==> src/rtl/cpl_enqueue_arbiter.sv <==
// cpl_enqueue_arbiter
// Lets S_COUNT completion writers share one cpl_queue_manager enqueue port.
// Requests and commits each pass through their own round-robin arbiter and
// one output register. Responses are steered back combinationally using the
// port index that the request path placed in the tag MSBs.
// Optional feature: define CPL_ENQ_ARB_OUTSTANDING_LIMIT_EN to keep a per-port
// count of uncommitted operations. A port holding MAX_OUTSTANDING of them is
// held off the request arbiter until it commits one.

module cpl_enqueue_arbiter #(
    parameter int S_COUNT           = 4,
    parameter int QUEUE_INDEX_WIDTH = 8,
    parameter int QUEUE_PTR_WIDTH   = 16,
    parameter int ADDR_WIDTH        = 64,
    parameter int EVENT_WIDTH       = 8,
    parameter int REQ_TAG_WIDTH     = 8,
    parameter int OP_TAG_WIDTH      = 8,
    parameter int MAX_OUTSTANDING   = 4,
    localparam int CL_S             = $clog2(S_COUNT),
    localparam int M_TAG_WIDTH      = REQ_TAG_WIDTH + CL_S
) (
    input  logic                                   clk,
    input  logic                                   rst_n,

    input  logic [S_COUNT*QUEUE_INDEX_WIDTH-1:0]   s_axis_enqueue_req_queue,
    input  logic [S_COUNT*REQ_TAG_WIDTH-1:0]       s_axis_enqueue_req_tag,
    input  logic [S_COUNT-1:0]                     s_axis_enqueue_req_valid,
    output logic [S_COUNT-1:0]                     s_axis_enqueue_req_ready,

    output logic [S_COUNT*QUEUE_INDEX_WIDTH-1:0]   m_axis_enqueue_resp_queue,
    output logic [S_COUNT*QUEUE_PTR_WIDTH-1:0]     m_axis_enqueue_resp_ptr,
    output logic [S_COUNT*ADDR_WIDTH-1:0]          m_axis_enqueue_resp_addr,
    output logic [S_COUNT*EVENT_WIDTH-1:0]         m_axis_enqueue_resp_event,
    output logic [S_COUNT*REQ_TAG_WIDTH-1:0]       m_axis_enqueue_resp_tag,
    output logic [S_COUNT*OP_TAG_WIDTH-1:0]        m_axis_enqueue_resp_op_tag,
    output logic [S_COUNT-1:0]                     m_axis_enqueue_resp_full,
    output logic [S_COUNT-1:0]                     m_axis_enqueue_resp_error,
    output logic [S_COUNT-1:0]                     m_axis_enqueue_resp_valid,
    input  logic [S_COUNT-1:0]                     m_axis_enqueue_resp_ready,

    input  logic [S_COUNT*OP_TAG_WIDTH-1:0]        s_axis_enqueue_commit_op_tag,
    input  logic [S_COUNT-1:0]                     s_axis_enqueue_commit_valid,
    output logic [S_COUNT-1:0]                     s_axis_enqueue_commit_ready,

    output logic [QUEUE_INDEX_WIDTH-1:0]           m_axis_enqueue_req_queue,
    output logic [M_TAG_WIDTH-1:0]                 m_axis_enqueue_req_tag,
    output logic                                   m_axis_enqueue_req_valid,
    input  logic                                   m_axis_enqueue_req_ready,

    input  logic [QUEUE_INDEX_WIDTH-1:0]           s_axis_enqueue_resp_queue,
    input  logic [QUEUE_PTR_WIDTH-1:0]             s_axis_enqueue_resp_ptr,
    input  logic [ADDR_WIDTH-1:0]                  s_axis_enqueue_resp_addr,
    input  logic [EVENT_WIDTH-1:0]                 s_axis_enqueue_resp_event,
    input  logic [M_TAG_WIDTH-1:0]                 s_axis_enqueue_resp_tag,
    input  logic [OP_TAG_WIDTH-1:0]                s_axis_enqueue_resp_op_tag,
    input  logic                                   s_axis_enqueue_resp_full,
    input  logic                                   s_axis_enqueue_resp_error,
    input  logic                                   s_axis_enqueue_resp_valid,
    output logic                                   s_axis_enqueue_resp_ready,

    output logic [OP_TAG_WIDTH-1:0]                m_axis_enqueue_commit_op_tag,
    output logic                                   m_axis_enqueue_commit_valid,
    input  logic                                   m_axis_enqueue_commit_ready
);

    // Returns {found, index} of the first set bit at or after 'start', wrapping.
    function automatic logic [CL_S:0] rr_pick(input logic [S_COUNT-1:0] elig,
                                              input logic [CL_S-1:0] start);
        logic [CL_S:0]   pick;
        logic [CL_S-1:0] idx;
        int              pos;
        pick = '0;
        for (int k = 0; k < S_COUNT; k++) begin
            pos = (int'(start) + k) % S_COUNT;
            idx = pos[CL_S-1:0];
            if (!pick[CL_S] && elig[idx]) begin
                pick = {1'b1, idx};
            end
        end
        return pick;
    endfunction

    // Port after 'idx', wrapping, so the last winner drops to lowest priority.
    function automatic logic [CL_S-1:0] rr_next(input logic [CL_S-1:0] idx);
        int pos;
        pos = (int'(idx) + 1) % S_COUNT;
        return pos[CL_S-1:0];
    endfunction

    logic [S_COUNT-1:0] req_allow;
    logic [CL_S-1:0]    req_ptr;
    logic [CL_S:0]      req_pick;
    logic [CL_S-1:0]    req_idx;
    logic               req_free;
    logic               req_grant;

    logic [CL_S-1:0]    commit_ptr;
    logic [CL_S:0]      commit_pick;
    logic [CL_S-1:0]    commit_idx;
    logic               commit_free;
    logic               commit_grant;

    logic [CL_S-1:0]    resp_port;
    logic               resp_port_ok;

    // ---------------- request path ----------------
    assign req_free  = !m_axis_enqueue_req_valid || m_axis_enqueue_req_ready;
    assign req_pick  = rr_pick(s_axis_enqueue_req_valid & req_allow, req_ptr);
    assign req_idx   = req_pick[CL_S-1:0];
    assign req_grant = rst_n && req_free && req_pick[CL_S];

    // Exactly the granted port sees ready, and only while the register can load
    always_comb begin
        s_axis_enqueue_req_ready = '0;
        if (req_grant) begin
            s_axis_enqueue_req_ready[req_idx] = 1'b1;
        end
    end

    // Output register toward the manager; tag gains the winning port index
    always_ff @(posedge clk or negedge rst_n) begin
        if (!rst_n) begin
            req_ptr                  <= '0;
            m_axis_enqueue_req_valid <= 1'b0;
            m_axis_enqueue_req_queue <= '0;
            m_axis_enqueue_req_tag   <= '0;
        end else if (req_free) begin
            m_axis_enqueue_req_valid <= req_grant;
            if (req_grant) begin
                m_axis_enqueue_req_queue <= s_axis_enqueue_req_queue[req_idx*QUEUE_INDEX_WIDTH +: QUEUE_INDEX_WIDTH];
                m_axis_enqueue_req_tag   <= {req_idx, s_axis_enqueue_req_tag[req_idx*REQ_TAG_WIDTH +: REQ_TAG_WIDTH]};
                req_ptr                  <= rr_next(req_idx);
            end
        end
    end

    // ---------------- commit path ----------------
    assign commit_free  = !m_axis_enqueue_commit_valid || m_axis_enqueue_commit_ready;
    assign commit_pick  = rr_pick(s_axis_enqueue_commit_valid, commit_ptr);
    assign commit_idx   = commit_pick[CL_S-1:0];
    assign commit_grant = rst_n && commit_free && commit_pick[CL_S];

    // Commit ready goes to the commit arbiter's winner only
    always_comb begin
        s_axis_enqueue_commit_ready = '0;
        if (commit_grant) begin
            s_axis_enqueue_commit_ready[commit_idx] = 1'b1;
        end
    end

    // Commit output register, arbitrated independently of requests
    always_ff @(posedge clk or negedge rst_n) begin
        if (!rst_n) begin
            commit_ptr                   <= '0;
            m_axis_enqueue_commit_valid  <= 1'b0;
            m_axis_enqueue_commit_op_tag <= '0;
        end else if (commit_free) begin
            m_axis_enqueue_commit_valid <= commit_grant;
            if (commit_grant) begin
                m_axis_enqueue_commit_op_tag <= s_axis_enqueue_commit_op_tag[commit_idx*OP_TAG_WIDTH +: OP_TAG_WIDTH];
                commit_ptr                   <= rr_next(commit_idx);
            end
        end
    end

    // ---------------- response path ----------------
    assign resp_port    = s_axis_enqueue_resp_tag[M_TAG_WIDTH-1 -: CL_S];
    assign resp_port_ok = ({1'b0, resp_port} < (CL_S+1)'(S_COUNT));

    assign m_axis_enqueue_resp_queue  = {S_COUNT{s_axis_enqueue_resp_queue}};
    assign m_axis_enqueue_resp_ptr    = {S_COUNT{s_axis_enqueue_resp_ptr}};
    assign m_axis_enqueue_resp_addr   = {S_COUNT{s_axis_enqueue_resp_addr}};
    assign m_axis_enqueue_resp_event  = {S_COUNT{s_axis_enqueue_resp_event}};
    assign m_axis_enqueue_resp_tag    = {S_COUNT{s_axis_enqueue_resp_tag[REQ_TAG_WIDTH-1:0]}};
    assign m_axis_enqueue_resp_op_tag = {S_COUNT{s_axis_enqueue_resp_op_tag}};
    assign m_axis_enqueue_resp_full   = {S_COUNT{s_axis_enqueue_resp_full}};
    assign m_axis_enqueue_resp_error  = {S_COUNT{s_axis_enqueue_resp_error}};

    // Route valid/ready to the port named in the tag; unknown ports are swallowed
    always_comb begin
        m_axis_enqueue_resp_valid = '0;
        s_axis_enqueue_resp_ready = 1'b0;
        if (rst_n) begin
            if (resp_port_ok) begin
                m_axis_enqueue_resp_valid[resp_port] = s_axis_enqueue_resp_valid;
                s_axis_enqueue_resp_ready            = m_axis_enqueue_resp_ready[resp_port];
            end else begin
                s_axis_enqueue_resp_ready = 1'b1;
            end
        end
    end

    // ---------------- outstanding-op limiter ----------------
`ifdef CPL_ENQ_ARB_OUTSTANDING_LIMIT_EN
    localparam int CNT_W = $clog2(MAX_OUTSTANDING + 1);
    localparam logic [CNT_W-1:0] CNT_MAX = CNT_W'(MAX_OUTSTANDING);

    logic resp_ok_hs;
    assign resp_ok_hs = s_axis_enqueue_resp_valid && s_axis_enqueue_resp_ready &&
                        !s_axis_enqueue_resp_full && !s_axis_enqueue_resp_error && resp_port_ok;

    for (genvar g = 0; g < S_COUNT; g++) begin : g_limit
        logic [CNT_W-1:0] outstanding;
        logic             inc;
        logic             dec;

        assign inc          = resp_ok_hs && (resp_port == CL_S'(g));
        assign dec          = s_axis_enqueue_commit_valid[g] && s_axis_enqueue_commit_ready[g];
        assign req_allow[g] = (outstanding != CNT_MAX);

        // Ops answered successfully but not yet committed by this port
        always_ff @(posedge clk or negedge rst_n) begin
            if (!rst_n) begin
                outstanding <= '0;
            end else if (inc && !dec && outstanding != CNT_MAX) begin
                outstanding <= outstanding + CNT_W'(1);
            end else if (dec && !inc && outstanding != '0) begin
                outstanding <= outstanding - CNT_W'(1);
            end
        end
    end
`else
    assign req_allow = '1;

    logic unused_max_outstanding;
    assign unused_max_outstanding = (MAX_OUTSTANDING > 0);
`endif

endmodule

==> config.mk <==
export PLATFORM = sky130hd
export DESIGN_NAME = cpl_enqueue_arbiter
export DESIGN_NICKNAME = d
export VERILOG_FILES = /design/src/rtl/cpl_enqueue_arbiter.sv
export SDC_FILE = /design/constraint.sdc
export NUM_CORES = 1
export LEC_CHECK = 0
export ABC_AREA = 1
export BUFFER_PORTS_ARGS = -buffer_cell sky130_fd_sc_hd__clkbuf_2
export CORE_AREA = 2 2 282 284
export CTS_BUF_LIST = sky130_fd_sc_hd__clkbuf_4 sky130_fd_sc_hd__clkbuf_8
export DETAILED_ROUTE_END_ITERATION = 8
export DIE_AREA = 0 0 284 286
export GPL_TIMING_DRIVEN = 1
export PLACE_DENSITY = 0.3
export SYNTH_ARGS = -nofsm -noshare
export SYNTH_HDL_FRONTEND = slang
export SYNTH_SLANG_ARGS = --single-unit
==> constraint.sdc <==
create_clock -name clk -period 2.3 [get_ports clk]
set_clock_uncertainty 0.1 [all_clocks]
set_input_delay 0.23 -clock clk [delete_from_list [all_inputs] [get_ports clk]]
set_output_delay 0.23 -clock clk [all_outputs]
set_load 0.03 [all_outputs]
==> run metrics <==
Sink Count 32; Hold Path Cell Cnt 4; average wire per standard cell 13.3 um; library cells used by synthesis 28; static leakage power 0.00276 uW; H-tree depth 2; crit end category output pin; port bufs 155; R2R depth 13; gpl congestion 0.815; CTS tree done; DIE AREA roughly 81000 sq um; drt total wl roughly 23 mm; Rel. slew slack 73.1%; Max-Cap Viols 0; via count 4279; WP data arrival 2.22 ns; via/cell ratio 2.46; Die X approximately 280 um; CP required about 2.0 ns; Initial Util 7.89%; CP peak stage delay about 0.46 ns; CP max stage cell dfrtp_2; area delta synth->final -3.54%; CTS Buf Count 5; RSZ-0062 raised after global routing true; DRC 0; commonest non-fill, non-tap cell in the layout nand2_1; First-pass DRT Iterations 4; area leader, netlist buf_4; final design utilization between 7 and 8%; cell area after layout 5970 sq um; status finished, violations left; synth top area cells buf_4 56%, dfrtp_1 13%, nand2_1 13%; most frequent cells in the layout 168 x nand2_1, 147 x clkbuf_2, 82 x nand3_1; Yosys warnings 0; share of cells above drive strength 1 ~48%; Seq cells post-synth 32; Fmax 0.393 GHz; mapped cell area approximately 6200 sq um; final setup margin -0.245 ns; final net count 913; Worst-Skew Late Latency 0.35 ns; io pins 726; crit-path cells buf_6 -> xnor2_4 -> nand2_2 -> o21ai_2 -> nand2_2 -> buf_4 -> o211ai_4 -> buf_4 -> nor2_4 -> buf_6 -> buf_12; Clock Path Buffers 2; Placed Area 5180 sq um; GRT Total Usage 5.44%; post-DP HPWL 18.7 mm; Syn Area/Cell 6.65 sq um; worst min-delay path category in -> reg; vias in the first global route around 4.7k; Synth top area share 55.9%; Worst setup SP type flop; PwrDens 1660 nW/um^2; WS Path Type reg -> out; final worst-path cycle share 111%; final slew viol count 0; CP Max Fanout 6; Reg clk slew, reported paths 0.10 ns; Post-Syn Instances 930; Overflow after GRT 0; fin crit period 2.55 ns; register area share after synthesis 12.9%; chip height 286 um; DRT antenna net count 0; Worst-Margin Slew slightly above 0.4 ns; clock root buffer clkbuf_8; core area 78400 sq um; # setup viols final 11; syn_nets around 1.2k; largest net degree at the start of global routing 33; final hold vios 0; antenna violations before repair 1; first-pass GRT wire length between 30 and 40 mm; setup tns final -1.59 ns; 1st-iter DRT viols approximately 110; Worst VDD drop 1.03 mV; FP Rows 103; violated checks negative setup slack
[synthesized netlist by cell type, drive strengths merged]
cell type / number
clkinv: 1
nand3: 91
nand2: 217
clkbuf: 3
dfrtp: 32
inv: 55
nand4: 2
o211ai: 3
buf: 474
nor3: 3
xor2: 1
xnor2: 1
a31oi: 1
o21ai: 13
nand3b: 8
o21a: 1
a22oi: 1
nor2: 23
[layout make-up]
class | instances | area (sq um)
Antenna cell | 1 | 2.50
Clock buffer | 6 | 76.3
Clock inverter | 2 | 35.0
Fill cell | 9410 | 72400
Inverter | 56 | 233
Multi-Input combinational cell | 365 | 1960
Sequential cell | 32 | 805
Tap cell | 1050 | 1310
Timing Repair Buffer | 224 | 1540
[critical path: cells and delay by family (launching register included)]
kind / cells / cell delay [ns]
AO/OA/AOI/OAI: 2 / 0.30
XOR/XNOR: 1 / 0.21
buffers and inverters: 5 / 0.70
flip-flops: 1 / 0.46
AND/OR/NAND/NOR: 3 / 0.20
[cells by family after synthesis]
logic type             synth area share [%]
AO/OA/AOI/OAI                          1.96
XOR/XNOR                              0.405
buffers and inverters                  60.8
flip-flops                             12.9
AND/OR/NAND/NOR                        23.9
[registers in the layout, indices dropped and copies added (netlist names)]
signal	cells
m_axis_enqueue_req_valid	1
m_axis_enqueue_commit_valid	1
m_axis_enqueue_req_tag	10
req_ptr	2
m_axis_enqueue_commit_op_tag	8
commit_ptr	2
m_axis_enqueue_req_queue	8
[per-stage QoR]
stage                     setup WS, ns  hold slack (ns)  power [uW]  std cells
after detailed placement       -0.0986            0.360        7560       1703
after global placement         -0.0638            0.360        7640       1703
after global routing            -0.416           0.0598       10800       1735
after floorplan                 0.0387           -0.166        6290        930
final                           -0.245           0.0848        9900       1736
after CTS                       -0.318           0.0399        9200       1729
[metal layers]
layer,track usage (%),vias to the layer above,part of all wire [%]
li1,-,1908,-
met4,5.49,0,10
met1,4.93,1824,32
met5,0,-,0
met2,8.57,382,46
met3,2.89,165,12
[report_power, final]
part / leakage (uW) / total (uW) / switching (uW) / internal, uW
clock network: 0.0000586 / 729 / 393 / 336
registers: 0.000388 / 1070 / 225 / 849
logic: 0.00232 / 8090 / 4870 / 3220
[path summary, 6_finish.rpt]
check	startpoint	end	slack [ns]
max	req_ptr[0]$_DFFE_PN0P_	s_axis_enqueue_req_ready[0]	-0.25
min	m_axis_enqueue_req_ready	m_axis_enqueue_req_valid$_DFFE_PN0N_	0.08
max reg2reg	req_ptr[0]$_DFFE_PN0P_	m_axis_enqueue_req_tag[2]$_DFFE_PN0P_	-0.03
min reg2reg	m_axis_enqueue_req_tag[7]$_DFFE_PN0P_	m_axis_enqueue_req_tag[7]$_DFFE_PN0P_	0.39
max in group asynchronous	rst_n	m_axis_enqueue_req_queue[5]$_DFFE_PN0P_	1.20
min in group asynchronous	rst_n	m_axis_enqueue_req_tag[0]$_DFFE_PN0P_	0.46
[repair_timing]
action                                  CTS  global route
hold endpoints to repair                 19             0
hold buffers                              1             0
endpoints found under the setup margin   11            34
gates cloned                              0             2
pin swaps                                22            28
setup buffers                            18             7
resized for setup                        69            74
Power figures use the tool's default switching activity.
